[config.mk]
export PLATFORM = sky130hd
export DESIGN_NAME = stop_watch_counter
export DESIGN_NICKNAME = d
export VERILOG_FILES = /design/src/rtl/stop_watch_pkg.sv /design/src/rtl/stop_watch_bcd_field.sv /design/src/rtl/stop_watch_counter.sv
export SDC_FILE = /design/constraint.sdc
export NUM_CORES = 1
export LEC_CHECK = 0
export CORE_MARGIN = 2
export CORE_UTILIZATION = 35
export CTS_BUF_LIST = sky130_fd_sc_hd__clkbuf_16
export DETAILED_ROUTE_END_ITERATION = 12
export PLACE_DENSITY = 0.57
export SLEW_MARGIN = 25
export SYNTH_ARGS = -nofsm -noshare
export SYNTH_HDL_FRONTEND = slang
export SYNTH_SLANG_ARGS = --single-unit
export TNS_END_PERCENT = 5
[constraint.sdc]
create_clock -name i_clk -period 7.2 [get_ports i_clk]
set_input_delay 1.8 -clock i_clk [delete_from_list [all_inputs] [get_ports i_clk]]
set_output_delay 1.8 -clock i_clk [all_outputs]
set_load 0.03 [all_outputs]
[src/rtl/stop_watch_pkg.sv]
// Shared constants and helpers for the stopwatch time-value datapath.
// Provides default moduli, BCD widths and the terminal-code builder.
package stop_watch_pkg;

  localparam int MS_MOD_DEF  = 100;
  localparam int SEC_MOD_DEF = 60;
  localparam int MIN_MOD_DEF = 60;
  localparam int HR_MOD_DEF  = 24;

  localparam int BCD_W = 8;
  localparam int DIG_W = 4;

  function automatic logic [BCD_W-1:0] to_bcd8(input int v);
    logic [DIG_W-1:0] t;
    logic [DIG_W-1:0] o;
    t = DIG_W'(v / 10);
    o = DIG_W'(v % 10);
    return {t, o};
  endfunction

endpackage

[src/rtl/stop_watch_bcd_field.sv]
// One two-digit BCD field with up/down/clear stepping modulo MOD.
// Carry flag marks the terminal value MOD-1 of the registered state.
module stop_watch_bcd_field
  import stop_watch_pkg::*;
#(
  parameter int MOD = 60
) (
  input  logic             i_clk,
  input  logic             i_rstn,
  input  logic             i_up,
  input  logic             i_down,
  output logic [BCD_W-1:0] o_bcd,
  output logic             o_carryup
);

  localparam logic [BCD_W-1:0] TERM = to_bcd8(MOD - 1);

  logic [DIG_W-1:0] tens;
  logic [DIG_W-1:0] ones;
  logic [DIG_W-1:0] tens_nx;
  logic [DIG_W-1:0] ones_nx;
  logic [BCD_W-1:0] bin;
  logic             valid;
  logic             at_term;
  logic             at_zero;
  logic             clr;
  logic             inc;
  logic             dec;

  assign clr = i_up & i_down;
  assign inc = i_up & ~i_down;
  assign dec = ~i_up & i_down;

  assign bin = BCD_W'(tens) * BCD_W'(10) + BCD_W'(ones);
  // Non-BCD or out-of-range codes fall back onto the wrap path
  assign valid   = (ones <= DIG_W'(9)) && (bin < BCD_W'(MOD));
  assign at_term = ({tens, ones} == TERM);
  assign at_zero = ({tens, ones} == '0);

  always_comb begin
    tens_nx = tens;
    ones_nx = ones;
    unique case (1'b1)
      clr: begin
        tens_nx = '0;
        ones_nx = '0;
      end
      inc: begin
        if (!valid || at_term) begin
          tens_nx = '0;
          ones_nx = '0;
        end else if (ones == DIG_W'(9)) begin
          tens_nx = tens + DIG_W'(1);
          ones_nx = '0;
        end else begin
          ones_nx = ones + DIG_W'(1);
        end
      end
      dec: begin
        if (!valid || at_zero) begin
          {tens_nx, ones_nx} = TERM;
        end else if (ones == '0) begin
          tens_nx = tens - DIG_W'(1);
          ones_nx = DIG_W'(9);
        end else begin
          ones_nx = ones - DIG_W'(1);
        end
      end
      default: ;
    endcase
  end

  always_ff @(posedge i_clk or negedge i_rstn) begin
    if (!i_rstn) begin
      tens <= '0;
      ones <= '0;
    end else begin
      tens <= tens_nx;
      ones <= ones_nx;
    end
  end

  assign o_bcd     = {tens, ones};
  assign o_carryup = at_term;

endmodule

[src/rtl/stop_watch_counter.sv]
// Stopwatch time-value datapath: four independent BCD fields.
// Cascading is done outside by gating up strobes with carry flags.
module stop_watch_counter
  import stop_watch_pkg::*;
#(
  parameter int MS_MOD  = MS_MOD_DEF,
  parameter int SEC_MOD = SEC_MOD_DEF,
  parameter int MIN_MOD = MIN_MOD_DEF,
  parameter int HR_MOD  = HR_MOD_DEF
) (
  input  logic             i_clk,
  input  logic             i_rstn,
  input  logic             i_ms_up,
  input  logic             i_ms_down,
  input  logic             i_sec_up,
  input  logic             i_sec_down,
  input  logic             i_min_up,
  input  logic             i_min_down,
  input  logic             i_hr_up,
  input  logic             i_hr_down,
  output logic [BCD_W-1:0] o_ms_bcd,
  output logic [BCD_W-1:0] o_sec_bcd,
  output logic [BCD_W-1:0] o_min_bcd,
  output logic [BCD_W-1:0] o_hr_bcd,
  output logic             o_ms_carryup,
  output logic             o_sec_carryup,
  output logic             o_min_carryup,
  output logic             o_hr_carryup
);

  stop_watch_bcd_field #(.MOD(MS_MOD)) u_ms (
    .i_clk     (i_clk),
    .i_rstn    (i_rstn),
    .i_up      (i_ms_up),
    .i_down    (i_ms_down),
    .o_bcd     (o_ms_bcd),
    .o_carryup (o_ms_carryup)
  );

  stop_watch_bcd_field #(.MOD(SEC_MOD)) u_sec (
    .i_clk     (i_clk),
    .i_rstn    (i_rstn),
    .i_up      (i_sec_up),
    .i_down    (i_sec_down),
    .o_bcd     (o_sec_bcd),
    .o_carryup (o_sec_carryup)
  );

  stop_watch_bcd_field #(.MOD(MIN_MOD)) u_min (
    .i_clk     (i_clk),
    .i_rstn    (i_rstn),
    .i_up      (i_min_up),
    .i_down    (i_min_down),
    .o_bcd     (o_min_bcd),
    .o_carryup (o_min_carryup)
  );

  stop_watch_bcd_field #(.MOD(HR_MOD)) u_hr (
    .i_clk     (i_clk),
    .i_rstn    (i_rstn),
    .i_up      (i_hr_up),
    .i_down    (i_hr_down),
    .o_bcd     (o_hr_bcd),
    .o_carryup (o_hr_carryup)
  );

endmodule

==> results by group <==
Run status
  – Status: finished, violations left
  – Failing checks: design-rule violations

Logic synthesis
  – Seq/Total Area, Yosys: 19.2%
  – Largest family of logic cells by synthesized area: compound AO/OA/AOI/OAI gates
  – Compound-Gate Fraction of Synth Area: 24.9%
  – Synth top area cells: dfrtp_1 (19%), ha_1 (16%), nand2_1 (4.6%)
  – Flops & latches, synth: 32
  – Post-Synth XOR/XNOR Area: 2.10%
  – Cells after synthesis: 516
  – Synthesized area: 4170 um2
  – Synth Area in Adders: 19.0%
  – Post-synth EDFFs: 0
  – Synth Flop Type: dfrtp_1
  – Post-synth top area share: 19.2%
  – Post-synthesis cell type count: 82
  – Synthesized area per cell: 8.07 um2
  – Syn nets: 585
  – Yosys top cell by area: dfrtp_1
  – Synthesis Warnings: 0
  – Synth Area in Simple Gates: 24.5%
  – Mux contribution to synthesized area: 3.48%
  – Async SR Flop Fraction: 100%

Global routing
  – Largest net degree at the start of global routing: 33
  – Most Crowded Layer GR: met2
  – Total Routing Usage GR: 16.3%
  – Number of global-route vias before repair: 3740
  – GR met1 Demand/Resource: 23.1%
  – Grt met3 use: 2.36%
  – Initial antenna violation count: 0
  – First-pass GRT wire length: 17800 um
  – Total gr overflow: 0
  – M2 GR Usage: 27.2%

Detailed routing
  – Detailed Route WL: 10200 um
  – Vias: 3993
  – Via density: 5.83
  – DRC: 4
  – DRT iter0 DRCs: 227
  – Detail Route Antenna Nets: 0
  – DR pass1 iterations: 8
  – Routed len/inst: 14.9 um

Die
  – Num rows: 39
  – Core ar.: 11500 um2
  – Die H: 113 um
  – I/O Pins: 46
  – Initial Util: 36.2%
  – DIE AREA: 12800 um2
  – Die width: 113 um

Placed design
  – Post-Place Setup Slack: 3.34 ns
  – DPL Wire Length: 7500 um
  – Count of input and output buffers: 45
  – Placed Cells: 677
  – Area after DPL: 4650 um2
  – Final GP Congestion: 0.822

Clock network
  – Clock Tree Buf Depth: 2
  – Sink Count: 32
  – Worst-path clk slew: 0.06 ns
  – Root buf cell: clkbuf_16
  – CTS resizes: 0
  – Hold buffer count at CTS: 0
  – TritonCTS Buffers: 5
  – CTS tree: yes
  – H-tree depth: 2
  – Insertion delay to the later sink of the worst-skew pair: 0.28 ns
  – Post-CTS setup buffers: 0

Cells and area
  – Ant. Diodes: 0
  – Area Overhead vs Synth: 15.7%
  – Register Area: 801 um2
  – Nets: 610
  – Share of post-route cells with drive strength above 1: 6.09%
  – # fillers: 1168
  – Layout Cells excl Fill: 685
  – Design area: 4820 um2
  – Multi-input gate area: 3080 um2

Setup path
  – Crit. End Element: primary output
  – R2r worst-path depth: 12
  – CP max FO: 9
  – WS Path Type: reg2out
  – Critical Path RT: 5.40 ns
  – Critical path arrival: 2.36 ns
  – CP Launch Type: flop

STA
  – Hold Vio Cnt, Final: 0
  – Final slew viol count: 0
  – Unrepaired setup endpoints after global routing: no
  – Final Cycle Share: 57.8%
  – Setup TNS: 0 ns
  – Min Tclk post-route: 4.16 ns
  – Slew @ Worst Pin: 0.698 ns
  – Fmax: 240 MHz
  – Slew HR: 53.1%
  – Worst Skew: 0.00620 ns
  – Final setup violation count: 0
  – PnR worst setup slack: 3.04 ns

Power
  – PD cells: 276 nW/um2
  – Final Power: 0.00133 W
  – Share of total power in the clock network: 18.6%
  – VDD IR max: 0.0843 mV
  – Switching Fraction: 47.3%
  – Static leakage: 2.04 nW
  – Logic pwr share: 55.2%
  – Sequential share of power: 26.2%
  – Total net switching power: 0.000631 W
  – Pint: 0.000701 W

Run
  – Max Cap Violations: 0

Hold path
  – Hold Crit Depth: 1
  – Hold Crit Class: reg2reg
path summary, 6_finish.rpt:
path	slack (ns)	to	from
setup reg to reg	3.59	u_ms.tens[3]	u_ms.tens[1]
hold reg to reg	0.66	u_min.ones[2]	u_min.ones[2]
max in group asynchronous	4.93	u_min.ones[2]	i_rstn
min in group asynchronous	1.94	u_hr.ones[0]	i_rstn
hold / removal	0.66	u_min.ones[2]	u_min.ones[2]
setup / recovery	3.04	o_min_carryup	u_min.tens[1]
placed cells by master (no fill, tap or decap), types with 7 or more instances in the layout:
master | Yosys | layout
a21oi_1 | 30 | 30
a31oi_1 | 12 | 12
clkdlybuf4s50_1 | 0 | 45
dfrtp_1 | 32 | 32
fa_1 | 7 | 7
ha_1 | 52 | 52
inv_1 | 36 | 36
mux2i_1 | 10 | 10
nand2_1 | 51 | 51
nand2b_1 | 7 | 7
nand3_1 | 20 | 20
nand4_1 | 8 | 8
nor2_1 | 25 | 25
nor2b_1 | 9 | 9
nor3_1 | 21 | 21
nor4_1 | 8 | 8
o21ai_0 | 25 | 25
o31ai_1 | 7 | 7
worst max-delay path: stages, from the launching register on:
cell             delay (ns)
dfrtp_1                0.49
inv_1                  0.19
ha_1                   0.17
nand2_1                0.05
nor4_1                 0.42
clkdlybuf4s50_1        0.77
routing by layer:
| metal | vias to the layer above | routed length, um |
|---|---|---|
| met1 | 1926 | 4910 |
| met3 | 2 | 379 |
| met4 | 0 | 35 |
| met5 | - | 0 |
| met2 | 87 | 4850 |
| li1 | 1978 | - |
registers in the layout, summed over array words and instances (netlist names):
signal and count:
u_hr.ones 4, u_hr.tens 4, u_min.ones 4, u_min.tens 4, u_ms.ones 4, u_ms.tens 4
u_sec.ones 4, u_sec.tens 4
Yosys cell counts, types with 4 or more instances:
library cell and number:
buf_2 4, nand2_1 51, xnor2_1 4, and4_1 4
o22ai_1 4, mux2_2 4, inv_1 36, o31ai_1 7
nor2_1 25, xor2_1 6, nor2b_1 9, nor4_1 8
and2_1 4, and3_1 5, a31oi_1 12, o21ai_0 25
mux2i_1 10, a21o_1 6, nand4_1 8, nand3_1 20
nor3_1 21, fa_1 7, ha_1 52, dfrtp_1 32
clkbuf_1 17, a21oi_1 30, nand2b_1 7, o211ai_1 6
a22o_1 6, o41ai_1 4
through the flow:
stage          util [%]  hold slack [ns]
6_report           41.9            0.659
3_3_place_gp       40.4            0.662
5_1_grt            41.9            0.687
2_1_floorplan         -            0.776
3_5_place_dp       40.4            0.649
4_1_cts            41.9            0.663
layout make-up:
type	count	area share, %
Multi-Input combinational cell	420	63.9
Clock inverter	3	0.882
Inverter	36	2.80
Sequential cell	32	16.6
Clock buffer	5	2.60
Tap cell	143	3.71
Timing Repair Buffer	46	9.50
power groups by stage:
stage | clock network, W | registers, W | logic, W
2_1_floorplan | 0 | 0.000357 | 0.000523
6_report | 0.000248 | 0.000349 | 0.000736
3_3_place_gp | 0 | 0.000349 | 0.000725
4_1_cts | 0.000255 | 0.000348 | 0.000736
3_5_place_dp | 0 | 0.000351 | 0.000732
5_1_grt | 0.000265 | 0.000365 | 0.000820
cell families (layout without fill, tap and decap cells):
kind of cell	after synthesis	count (layout)
AOI/OAI and AO/OA	148	148
xor gates and xnor gates	10	10
adders and majority gates	59	59
buffers and inverters	64	90
DFF	32	32
muxes	14	14
and+or+nand+nor	189	189
Power figures use the tool's default switching activity.
==> patch 1 (same settings) <==
Reset style: synchronous (`i_rstn`), changed in one clocked block.
--- a/src/rtl/stop_watch_bcd_field.sv
+++ b/src/rtl/stop_watch_bcd_field.sv
@@ -71,5 +71,5 @@
   end
 
-  always_ff @(posedge i_clk or negedge i_rstn) begin
+  always_ff @(posedge i_clk) begin
     if (!i_rstn) begin
       tens <= '0;
Formal check against the unedited RTL: differs if i_rstn is asserted again (counterexample within 4 cycles, from zero or initial values and one cycle with i_rstn low); with i_rstn held inactive, the same outputs for 10 cycles.
==> patch 1 against the original RTL <==
Sequential cell count stayed put; setup slack lost 0.30 ns; routed wire length is 7.8% higher; design area rose by 3.4%; area after synthesis increased by 4.6%; hold slack worse by 0.075 ns; register-to-register slack got worse by 0.16 ns; global-route usage is 0.29 points higher; largest cell class unchanged.
Power is not compared: it rests on default switching activity, and its combinational part moved more than twofold at a synthesized area within 25%.
==> patch 1: results (changes against the original RTL) <==
Post-Synthesis Net Count 631 (was 585); Tot GR Track Use 16.6% (was 16.3%); hold worst-path end u_min.tens[1] (was u_min.ones[2]); total number of vias 4,178 (was 3,993); drt first pass iters 4 (was 8); filler cell count 1,217 (was 1,168); NumNets Final 647 (was 610); Worst slew margin 35.2% (was 53.1%); hold path start u_min.tens[1] (was u_min.ones[2]); max incr delay on CP 0.82 ns (was 0.77 ns); GPL Wtd Cong 0.875 (was 0.822); Worst R2R End u_min.tens[0] (was u_ms.tens[3]); placed cell areas 4820 sq um (was 4650 sq um); worst reg2reg setup slack 3.43 ns (was 3.59 ns); vias in the first global route 3,991 (was 3,740); DP HPWL 8060 um (was 7500 um); Unique masters post-synth 86 (was 82); Area contributors post-synth ha_1 (15%), dfxtp_1 (15%), nand2_1 (5.0%) (was dfrtp_1 (19%), ha_1 (16%), nand2_1 (4.6%)); layout cells sized above 1 6.04% (was 6.09%); worst r2r src u_min.tens[3] (was u_ms.tens[1]); sequential area share after synthesis 14.7% (was 19.2%); DR iter-0 viols 154 (was 227); Clock Skew 0.00594 ns (was 0.00620 ns); first-pass GRT wire length 18,700 um (was 17,800 um); reg2reg path depth 10 (was 12); largest net degree at the start of global routing 36 (was 33); Worst EP arrival 2.66 ns (was 2.36 ns); dpl ws 3.05 ns (was 3.34 ns); Top FF cell, synth dfxtp_1 (was dfrtp_1); status finished, final reports clean (was finished with violations); Hold Path Cell Cnt 2 (was 1); most frequent cells after synthesis nand2_1 (58), ha_1 (52), inv_1 (38), dfxtp_1 (32), o21ai_0 (31) (was ha_1 (52), nand2_1 (51), inv_1 (36), dfrtp_1 (32), a21oi_1 (30))
==> patch 1: cell types whose count changed after synthesis, sizes merged, moves of 5 or more <==
cell and delta:
a21oi -7, clkbuf +6, dfrtp -32, dfxtp +32, nand2 +8, o41a +5
==> patch 1: through the flow <==
step	hold WS (ns)	utilization [%]	total power, W	instances
after floorplan	0.646	-	0.000341	562
after global placement	0.565	39.9	0.000385	739
after CTS	0.587	41.3	0.000641	747
final	0.584	41.3	0.000631	747
after global routing	0.628	41.3	0.000671	747
after detailed placement	0.584	39.9	0.000387	739
==> patch 1: per-layer routing <==
metal  vias to the layer above  global-route usage [%]  routed length [um]
met5                         -                       0                   0
met2                        86                    28.9                5290
met3                        11                    1.83                 358
li1                       2125                       -                   -
met4                         0                    3.53                  87
met1                      1956                    22.2                5240
==> patch 1: logic make-up (layout without fill, tap and decap cells) <==
family	count (synthesis)	in the layout	synth area share, %
compound gates	171	171	29.1
xor+xnor	11	11	2.38
fa+ha+maj	59	59	18.1
buf+inv	76	93	8.21
flops	32	32	14.7
mux	13	13	3.13
simple gates	200	200	24.3
==> patch 1: worst max-delay path by stage <==
stage	from	depth (start not counted)	to
floorplan	u_min.tens[0]	3	o_min_carryup
global placement	u_min.tens[1]	5	o_min_carryup
detailed placement	u_min.tens[1]	5	o_min_carryup
CTS	u_min.tens[0]	4	o_min_carryup
global route	u_min.tens[1]	5	o_min_carryup
finish	u_min.tens[0]	4	o_min_carryup
==> patch 1: area by class of cell <==
| cell class | instances | area [sq um] | share of cell area, % |
|---|---|---|---|
| Timing Repair Buffer | 46 | 458 | 9.19 |
| Tap cell | 168 | 210 | 4.22 |
| Clock inverter | 3 | 42.5 | 0.854 |
| Clock buffer | 5 | 125 | 2.51 |
| Sequential cell | 32 | 641 | 12.9 |
| Inverter | 39 | 146 | 2.94 |
| Multi-Input combinational cell | 454 | 3360 | 67.4 |
==> patch 1: power groups by stage <==
stage	logic [W]	registers [W]	clock network [W]
6_report	0.000176	0.000209	0.000246
3_3_place_gp	0.000172	0.000213	0
2_1_floorplan	0.000129	0.000212	0
3_5_place_dp	0.000174	0.000213	0
4_1_cts	0.000175	0.000209	0.000257
5_1_grt	0.000196	0.000212	0.000263
==> patch 1: critical path: cells and delay by family (launching register included) <==
family                   cells  cell delay [ns]
adder cells (fa/ha/maj)      1             0.20
buffers and inverters        1             0.82
AND/OR/NAND/NOR              2             0.84
flip-flops                   1             0.51
==> patch 2 (config.mk and constraints unchanged) <==
Made on the original files. Put a register stage on the output `o_hr_bcd`. The value now appears one clock later. The other outputs are not delayed to match.
--- a/src/rtl/stop_watch_counter.sv
+++ b/src/rtl/stop_watch_counter.sv
@@ -28,4 +28,6 @@
   output logic             o_hr_carryup
 );
+
+  logic [BCD_W-1:0] o_hr_bcd_d;
 
   stop_watch_bcd_field #(.MOD(MS_MOD)) u_ms (
@@ -61,8 +63,12 @@
     .i_up      (i_hr_up),
     .i_down    (i_hr_down),
-    .o_bcd     (o_hr_bcd),
+    .o_bcd     (o_hr_bcd_d),
     .o_carryup (o_hr_carryup)
   );
 
+  always_ff @(posedge i_clk) begin
+      o_hr_bcd <= o_hr_bcd_d;
+  end
+
 endmodule
 
Check against the original RTL: not equivalent (a bounded check fails within 4 cycles, from zero or initial values and one cycle with i_rstn low).
==> patch 2 against the original RTL <==
Area after synthesis up 0.63%; global-route usage down 0.19 points; clock power down 11%; total power down 1.3%; highest routed layer unchanged; sequential cell count up 8; core utilization up 0.19 points; setup slack better by 0.050 ns; routed wire length up 0.71%; design area up 0.88%.
==> patch 2: results (changes against the original RTL) <==
status finished, final reports clean (was finished with violations); DR iter-0 viols 208 (was 227); mux contribution to synthesized area 1.49% (was 3.48%); NumNets Final 607 (was 610); Post-synth ARST share 80.0% (was 100%); final WL 10,200 um (about the same); dpl ws 3.41 ns (was 3.34 ns); Synth Area in Compound Gates 27.7% (was 24.9%); worst r2r src u_sec.tens[3] (was u_ms.tens[1]); Worst VDD drop 0.127 mV (was 0.0843 mV); DP HPWL 7580 um (was 7500 um); reg2reg path depth 11 (was 12); filler cell count 1,139 (was 1,168); vias per cell 5.81 (was 5.83); placed cell areas 4720 sq um (was 4650 sq um); Synth Area in Adders 19.1% (was 19.0%); Design Area, Final 4860 sq um (was 4820 sq um); worst reg2reg setup slack 3.46 ns (was 3.59 ns); Hold Path Cell Cnt 0 (was 1); post-synthesis xor/xnor area fraction 1.67% (was 2.10%); GPL Wtd Cong 0.831 (was 0.822); Unique masters post-synth 81 (was 82); vias in the first global route 3,741 (was 3,740); Post-Syn Instances 512 (was 516); Worst R2R End u_sec.tens[2] (was u_ms.tens[3]); hold worst-path end o_hr_bcd[4] (was u_min.ones[2])
-- patch 2: cell types whose count changed in the layout (fill, tap and decap cells not counted), moves of 4 or more --
cell	before	now
mux2i_1	10	4
a22oi_1	3	7
nor4_1	8	3
o211ai_1	6	2
o21bai_1	0	5
nor3_1	21	17
dfxtp_1	0	8
inv_1	36	45
nand2_1	51	42
nand3b_1	2	6
a21oi_1	30	23
-- patch 2: routing by layer --
layer / part of all wire [%] / wire length, um / GRT usage [%] / up-vias
met5: 0 / 0 / 0 / -
met4: 1.5 / 158 / 5.85 / 0
met3: 4.0 / 409 / 2.13 / 11
met2: 47 / 4820 / 26.1 / 104
met1: 47 / 4860 / 22.2 / 1888
li1: - / - / - / 1960
-- patch 2: worst max-delay path by stage --
stage	slack (ns)	end	startpoint
floorplan	3.62	o_sec_carryup	u_sec.ones[0]
global placement	3.44	o_sec_carryup	u_sec.tens[1]
detailed placement	3.41	o_ms_carryup	u_ms.tens[1]
CTS	3.08	o_ms_carryup	u_ms.tens[1]
global route	3.01	o_ms_carryup	u_ms.tens[1]
finish	3.09	o_ms_carryup	u_ms.tens[1]
-- patch 2: cell type report --
| class | instances | share of cell area, % |
|---|---|---|
| Multi-Input combinational cell | 400 | 60.7 |
| Sequential cell | 40 | 19.8 |
| Tap cell | 143 | 3.68 |
| Timing Repair Buffer | 46 | 9.42 |
| Clock inverter | 3 | 0.386 |
| Clock buffer | 5 | 2.57 |
| Inverter | 45 | 3.47 |
-- patch 2: power by group --
part	switching, W	internal [W]
registers	0.000118	0.000276
logic	0.000403	0.000298
clock network	0.0000924	0.000128
total	0.000613	0.000702
-- patch 2: worst max-delay path: stages (launching register included) --
cell and delay, ns:
dfrtp_1 0.48, inv_1 0.17, ha_1 0.17, nand4_1 0.09, or3_1 0.35, inv_1 0.09, clkdlybuf4s50_1 0.67
